==> src/rtl/iic_pkg.sv <==
// Shared definitions for the N-channel I2C op arbiter: op word layout,
// arbiter state encoding and a read-data return helper.
package iic_pkg;

  localparam int OP_W     = 12;
  localparam int OP_LOCK  = 11;
  localparam int OP_STOP  = 10;
  localparam int OP_START = 9;
  localparam int OP_RNW   = 8;

  typedef enum logic [1:0] {
    IDLE = 2'd0,
    BUSY = 2'd1,
    HOLD = 2'd2
  } arb_state_e;

  // Writes carry no read byte back to the channel.
  function automatic logic [7:0] rd_return(input logic rnw, input logic [7:0] rd);
    return rnw ? rd : 8'h00;
  endfunction

endpackage

==> src/rtl/iic_op_arbiter_rr_pick.sv <==
// Combinational round-robin picker: first requester strictly after 'last',
// wrapping modulo N_CH, so 'last' itself has the lowest priority.
module rr_pick #(
  parameter int N_CH = 4,
  parameter int CH_W = (N_CH > 1) ? $clog2(N_CH) : 1
) (
  input  logic [N_CH-1:0] req,
  input  logic [CH_W-1:0] last,
  output logic [CH_W-1:0] gnt_idx,
  output logic            any
);

  logic [CH_W-1:0] cand;

  always_comb begin
    gnt_idx = '0;
    any     = 1'b0;
    cand    = '0;
    for (int i = 1; i <= N_CH; i++) begin
      cand = CH_W'((int'(last) + i) % N_CH);
      if (!any && req[cand]) begin
        any     = 1'b1;
        gnt_idx = cand;
      end
    end
  end

endmodule

==> src/rtl/iic_op_arbiter.sv <==
// N-channel round-robin op arbiter in front of the I2C byte engine, with lock
// holding for atomic multi-byte transactions. Optional idle-lock revocation
// is built when IIC_ARB_HOLD_TIMEOUT_EN is defined.
module iic_op_arbiter
  import iic_pkg::*;
#(
  parameter int N_CH         = 4,
  parameter int CH_W         = (N_CH > 1) ? $clog2(N_CH) : 1,
  parameter int HOLD_TIMEOUT = 65535,
  parameter int TO_W         = 16
) (
  input  logic                 wb_clk_i,
  input  logic                 wb_rst_i,
  input  logic [N_CH-1:0]      ch_op_valid,
  input  logic [OP_W*N_CH-1:0] ch_op_word,
  output logic [N_CH-1:0]      ch_op_pop,
  output logic [N_CH-1:0]      ch_op_done,
  output logic                 ch_op_err,
  output logic [7:0]           ch_rd_data,
  output logic                 eng_op_valid,
  output logic                 eng_op_start,
  output logic                 eng_op_stop,
  output logic                 eng_op_rnw,
  output logic [7:0]           eng_op_wr_data,
  input  logic                 eng_op_ack,
  input  logic                 eng_op_err,
  input  logic [7:0]           eng_rd_data,
  output logic [CH_W-1:0]      arb_sel,
  output logic                 arb_locked,
  output logic                 hold_timeout
);

  arb_state_e      state_reg;
  logic [OP_W-1:0] op_reg;
  logic [CH_W-1:0] sel_reg;
  logic [CH_W-1:0] last_reg;
  logic            locked_reg;
  logic            eng_valid_reg;
  logic [N_CH-1:0] done_reg;
  logic            err_reg;
  logic [7:0]      rd_reg;
  logic            timeout_reg;

  logic [CH_W-1:0] pick_idx;
  logic            pick_any;
  logic [CH_W-1:0] pop_idx;
  logic            pop_en;
  logic [OP_W-1:0] pop_word;
  logic [OP_W-1:0] word_arr [N_CH];

  // A timeout that cannot be represented in TO_W bits would never fire.
  if (HOLD_TIMEOUT < 1 || HOLD_TIMEOUT > (1 << TO_W)) begin : g_hold_timeout_range_invalid
  end

  rr_pick #(
    .N_CH (N_CH),
    .CH_W (CH_W)
  ) u_rr_pick (
    .req     (ch_op_valid),
    .last    (last_reg),
    .gnt_idx (pick_idx),
    .any     (pick_any)
  );

  generate
    for (genvar gi = 0; gi < N_CH; gi++) begin : g_ch
      assign word_arr[gi]  = ch_op_word[gi*OP_W +: OP_W];
      assign ch_op_pop[gi] = pop_en && (pop_idx == CH_W'(gi));
    end
  endgenerate

  // Pops are gated by reset so every output reads 0 while it is held.
  always_comb begin
    pop_en  = 1'b0;
    pop_idx = pick_idx;
    if (!wb_rst_i) begin
      case (state_reg)
        IDLE: pop_en = pick_any;
        HOLD: begin
          pop_en  = ch_op_valid[sel_reg];
          pop_idx = sel_reg;
        end
        default: pop_en = 1'b0;
      endcase
    end
  end

  assign pop_word = word_arr[pop_idx];

`ifdef IIC_ARB_HOLD_TIMEOUT_EN
  localparam logic [TO_W-1:0] TO_LAST = TO_W'(HOLD_TIMEOUT - 1);
  logic [TO_W-1:0] to_cnt_reg;
`endif

  always_ff @(posedge wb_clk_i or posedge wb_rst_i) begin
    if (wb_rst_i) begin
      state_reg     <= IDLE;
      op_reg        <= '0;
      sel_reg       <= '0;
      last_reg      <= CH_W'(N_CH - 1);
      locked_reg    <= 1'b0;
      eng_valid_reg <= 1'b0;
      done_reg      <= '0;
      err_reg       <= 1'b0;
      rd_reg        <= 8'h00;
      timeout_reg   <= 1'b0;
`ifdef IIC_ARB_HOLD_TIMEOUT_EN
      to_cnt_reg    <= '0;
`endif
    end else begin
      done_reg    <= '0;
      err_reg     <= 1'b0;
      rd_reg      <= 8'h00;
      timeout_reg <= 1'b0;
      case (state_reg)
        IDLE: begin
          if (pop_en) begin
            op_reg        <= pop_word;
            sel_reg       <= pop_idx;
            last_reg      <= pop_idx;
            eng_valid_reg <= 1'b1;
            state_reg     <= BUSY;
          end
        end
        BUSY: begin
          if (eng_op_ack) begin
            eng_valid_reg     <= 1'b0;
            done_reg[sel_reg] <= 1'b1;
            err_reg           <= eng_op_err;
            rd_reg            <= rd_return(op_reg[OP_RNW], eng_rd_data);
            if (eng_op_err) begin
              locked_reg <= 1'b0;
              state_reg  <= IDLE;
            end else if (op_reg[OP_LOCK]) begin
              locked_reg <= 1'b1;
              state_reg  <= HOLD;
`ifdef IIC_ARB_HOLD_TIMEOUT_EN
              to_cnt_reg <= '0;
`endif
            end else begin
              locked_reg <= 1'b0;
              state_reg  <= IDLE;
            end
          end
        end
        HOLD: begin
          if (pop_en) begin
            op_reg        <= pop_word;
            sel_reg       <= pop_idx;
            last_reg      <= pop_idx;
            eng_valid_reg <= 1'b1;
            state_reg     <= BUSY;
`ifdef IIC_ARB_HOLD_TIMEOUT_EN
          end else if (to_cnt_reg == TO_LAST) begin
            locked_reg  <= 1'b0;
            timeout_reg <= 1'b1;
            state_reg   <= IDLE;
          end else if (to_cnt_reg != {TO_W{1'b1}}) begin
            to_cnt_reg <= to_cnt_reg + 1'b1;
`endif
          end
        end
        default: state_reg <= IDLE;
      endcase
    end
  end

  assign eng_op_valid   = eng_valid_reg;
  assign eng_op_start   = op_reg[OP_START];
  assign eng_op_stop    = op_reg[OP_STOP];
  assign eng_op_rnw     = op_reg[OP_RNW];
  assign eng_op_wr_data = op_reg[7:0];
  assign ch_op_done     = done_reg;
  assign ch_op_err      = err_reg;
  assign ch_rd_data     = rd_reg;
  assign arb_sel        = sel_reg;
  assign arb_locked     = locked_reg;
  assign hold_timeout   = timeout_reg;

endmodule

==> config.mk <==
export PLATFORM = sky130hd
export DESIGN_NAME = iic_op_arbiter
export DESIGN_NICKNAME = d
export VERILOG_FILES = /design/src/rtl/iic_pkg.sv /design/src/rtl/iic_op_arbiter_rr_pick.sv /design/src/rtl/iic_op_arbiter.sv
export SDC_FILE = /design/constraint.sdc
export NUM_CORES = 1
export LEC_CHECK = 0
export CAP_MARGIN = 10
export CORE_MARGIN = 5
export CORE_UTILIZATION = 42
export CTS_CLUSTER_SIZE = 8
export DETAILED_ROUTE_END_ITERATION = 7
export MAX_ROUTING_LAYER = met4
export PLACE_DENSITY = 0.86
export SLEW_MARGIN = 20
export SYNTH_ARGS = -nofsm -noshare
export SYNTH_HDL_FRONTEND = slang
export SYNTH_SLANG_ARGS = --single-unit
==> constraint.sdc <==
create_clock -name wb_clk_i -period 4.9 [get_ports wb_clk_i]
set_clock_uncertainty 0.2 [all_clocks]
set_input_delay 0.49 -clock wb_clk_i [delete_from_list [all_inputs] [get_ports wb_clk_i]]
set_output_delay 0.49 -clock wb_clk_i [all_outputs]
set_load 0.01 [all_outputs]
==> impl_metrics.env <==
export IMPL_placed_cells=288
export IMPL_die_x_um=75.5
export IMPL_die_area_um2=5700
export IMPL_cts_root_buf="clkbuf_8"
export IMPL_pre_cts_ws_ns=1.18
export IMPL_synth_main_ff_cell="dfrtp_1"
export IMPL_setup_tns_ns=0
export IMPL_cp_startpoint="ch_op_valid[1]"
export IMPL_synth_edf_count=0
export IMPL_synth_area_leader_cell="dfrtp_1"
export IMPL_vias_per_cell=5.15
export IMPL_numCtsBuffers=5
export IMPL_drv_cap=0
export IMPL_switching_share_pct=32.7
export IMPL_relSlewSlack_pct=30.9
export IMPL_hp_class="flip-flop to flip-flop"
export IMPL_power_leakage_nw=1.27
export IMPL_grt_max_degree=35
export IMPL_r2r_start="arb_sel[0]$_DFFE_PP0P_"
export IMPL_rsz0062_at_grt="false"
export IMPL_cts_repair_resized=0
export IMPL_cts_htree_levels=2
export IMPL_die_y_um=75.5
export IMPL_routed_wl_mm=4.44
export IMPL_area_growth_pct=57.7
export IMPL_seq_power_share_pct=33.0
export IMPL_internal_power_w=0.000892
export IMPL_required_ns=4.21
export IMPL_start_util_pct=44.1
export IMPL_io_pin_count=97
export IMPL_track_usage_pct=16.9
export IMPL_p_per_area_nw_per_um2=466
export IMPL_largest_register_ffs=12
export IMPL_r2r_end="op_reg[6]$_DFFE_PP0P_"
export IMPL_hold_violations=0
export IMPL_syn_inst=159
export IMPL_synthMostInstantiatedCell="dfrtp_1"
export IMPL_status="completed"
export IMPL_final_core_util_pct=69.6
export IMPL_synth_warnings=0
export IMPL_grt_pass1_vias=1576
export IMPL_ant_nets=0
export IMPL_ys_seq_area_share_pct=45.9
export IMPL_antenna_cells=0
export IMPL_final_nets=309
export IMPL_rows=23
export IMPL_dr_first_iter_drc_count=63
export IMPL_clk_pin_slew_worst_paths_ns=0.07
export IMPL_finalPower_w=0.00133
export IMPL_clock_fmax_mhz=270
export IMPL_setup_ws_ns=1.20
export IMPL_synthTopCellsByArea="dfrtp_1 43%, mux2i_1 14%, o221ai_2 6.7%, buf_4 5.0%, nand2_1 3.5%"
export IMPL_worstRegToRegCells=5
export IMPL_worst_path_max_fanout=28
export IMPL_antenna_found_initial=0
export IMPL_cts_tree="yes"
export IMPL_postCtsHoldBufs=0
export IMPL_syn_num_nets=223
export IMPL_clockBufferDepth=2
export IMPL_path_class="input pin to output port"
export IMPL_p_comb_share_pct=44.3
export IMPL_vias=1524
export IMPL_p_sw_w=0.000433
export IMPL_synth_top_cells_by_count="31 x dfrtp_1, 26 x mux2i_1, 17 x nand2_1"
export IMPL_setup_viol=0
export IMPL_grt_remaining_overflow=0
export IMPL_vdd_ir_drop_max_mv=0.219
export IMPL_synth_cell_types=36
export IMPL_synth_async_reset_ratio_pct=100
export IMPL_syn_area_per_cell_um2=11.3
export IMPL_arrival_ns=3.01
export IMPL_tightest_slew_ns=1.03
export IMPL_dr_pass1_iters=3
export IMPL_gp_congestion=0.903
export IMPL_finalCritPeriodShare_pct=75.5
export IMPL_drive_gt1_share_pct=10.6
export IMPL_critPathLaunchType="input pin"
export IMPL_core_um2=4090
export IMPL_reg2reg_setup_slack_ns=2.39
export IMPL_post_cts_repair_setup_buffers=0
export IMPL_dp_hpwl_mm=3.44
export IMPL_synth_seq_cells=33
export IMPL_grt_pass1_wl_mm=7.04
export IMPL_instances_no_fill=296
export IMPL_portBuffers=95
export IMPL_critPathCapture="ch_op_pop[0]"
export IMPL_fin_crit_ns=3.70
export IMPL_wl_per_cell_um=15.0
export IMPL_clk_latency_ns=0.28
export IMPL_netlist_area_leader_share_pct=43.0
export IMPL_synth_area_um2=1800
export IMPL_cts_sinks=33
export IMPL_remaining_drc_errors=0
export IMPL_critPathCaptureType="output port"
export IMPL_slew_viol_final=0
export IMPL_pwr_share_clk_pct=22.7
## stage by stage
stage,cell area [um2],hold WS [ns]
4_1_cts,2840,0.290
3_5_place_dp,2710,0.274
5_1_grt,2840,0.308
3_3_place_gp,2710,0.268
6_report,2840,0.289
2_1_floorplan,1800,0.250
## final cells by class
class	count	area, um2
clock buffer	5	68.8
clock inverter	3	65.1
fill	331	1240
inverter	4	15.0
multi-input combinational	105	845
sequential	33	828
tap	50	62.6
timing repair buffer	96	958
## how the worst min path moves through the flow
stage / startpoint / to / slack, ns / cells after the start
4_1_cts: arb_locked$_DFFE_PP0P_ / arb_locked$_DFFE_PP0P_ / 0.29 / 1
6_report: op_reg[7]$_DFFE_PP0P_ / op_reg[7]$_DFFE_PP0P_ / 0.29 / 2
2_1_floorplan: op_reg[11]$_DFFE_PP0P_ / op_reg[11]$_DFFE_PP0P_ / 0.25 / 2
3_3_place_gp: arb_locked$_DFFE_PP0P_ / arb_locked$_DFFE_PP0P_ / 0.27 / 1
3_5_place_dp: arb_locked$_DFFE_PP0P_ / arb_locked$_DFFE_PP0P_ / 0.27 / 1
5_1_grt: eng_op_valid$_DFFE_PP0P_ / eng_op_valid$_DFFE_PP0P_ / 0.31 / 2
## cell usage in the layout (no fill, tap or decap)
master           netlist  final
mux2i_1               26     26
a31o_2                 1      1
o21a_1                 2      2
nand3_1                2      2
clkdlybuf4s50_1        0     95
a21o_4                 1      1
o221ai_1               4      4
nor2b_1                3      3
and3_1                10     10
nand2_1               17     17
or3_4                  1      1
buf_4                 12      1
inv_1                  4      4
o21ai_4                0      1
and2_1                 2      2
dfstp_2                2      2
a21oi_1                1      1
bufinv_16              0      2
nor3b_1                2      2
nor3_1                 4      4
o221ai_2               8      8
nor2_1                 5      5
nand3b_1               1      1
mux4_1                 1      1
mux2_2                 1      1
clkbuf_8               0      5
o31ai_1                1      1
a21o_1                 4      4
o2111ai_1              1      1
nor3b_2                1      1
nor3_2                 1      1
o21ai_0                1      1
conb_1                 1      1
or4_1                  1      1
clkinv_2               0      1
dfrtp_1               31     31
o22ai_1                1      1
## critical path: stages
cell	delay [ns]
clkdlybuf4s50_1	0.53
nor2b_1	0.20
o22ai_1	0.14
o21ai_4	0.83
nand2_1	0.16
nor2_1	0.12
clkdlybuf4s50_1	0.54
## power by group through the flow
stage / registers, W / logic [W] / clock network, W
3_5_place_dp: 0.000439 / 0.000598 / 0
4_1_cts: 0.000437 / 0.000600 / 0.000307
6_report: 0.000437 / 0.000587 / 0.000301
5_1_grt: 0.000449 / 0.000639 / 0.000319
3_3_place_gp: 0.000438 / 0.000586 / 0
2_1_floorplan: 0.000441 / 0.000379 / 0
## per-layer routing
layer	wire, um	vias to the layer above	part of all wire [%]	GRT usage [%]
li1	-	742	-	-
met1	1770	712	40	18.0
met2	2230	66	50	29.3
met3	395	4	8.9	6.46
met4	38	0	0.86	4.66
met5	0	-	0	-
## cell families after synthesis
group	synth area share, %
AND/OR/NAND/NOR	15.0
flip-flops	45.9
multiplexers	16.5
AO/OA/AOI/OAI	14.5
buffers and inverters	7.84
other	0.208
Note: power is estimated with default switching activity, not from simulation.
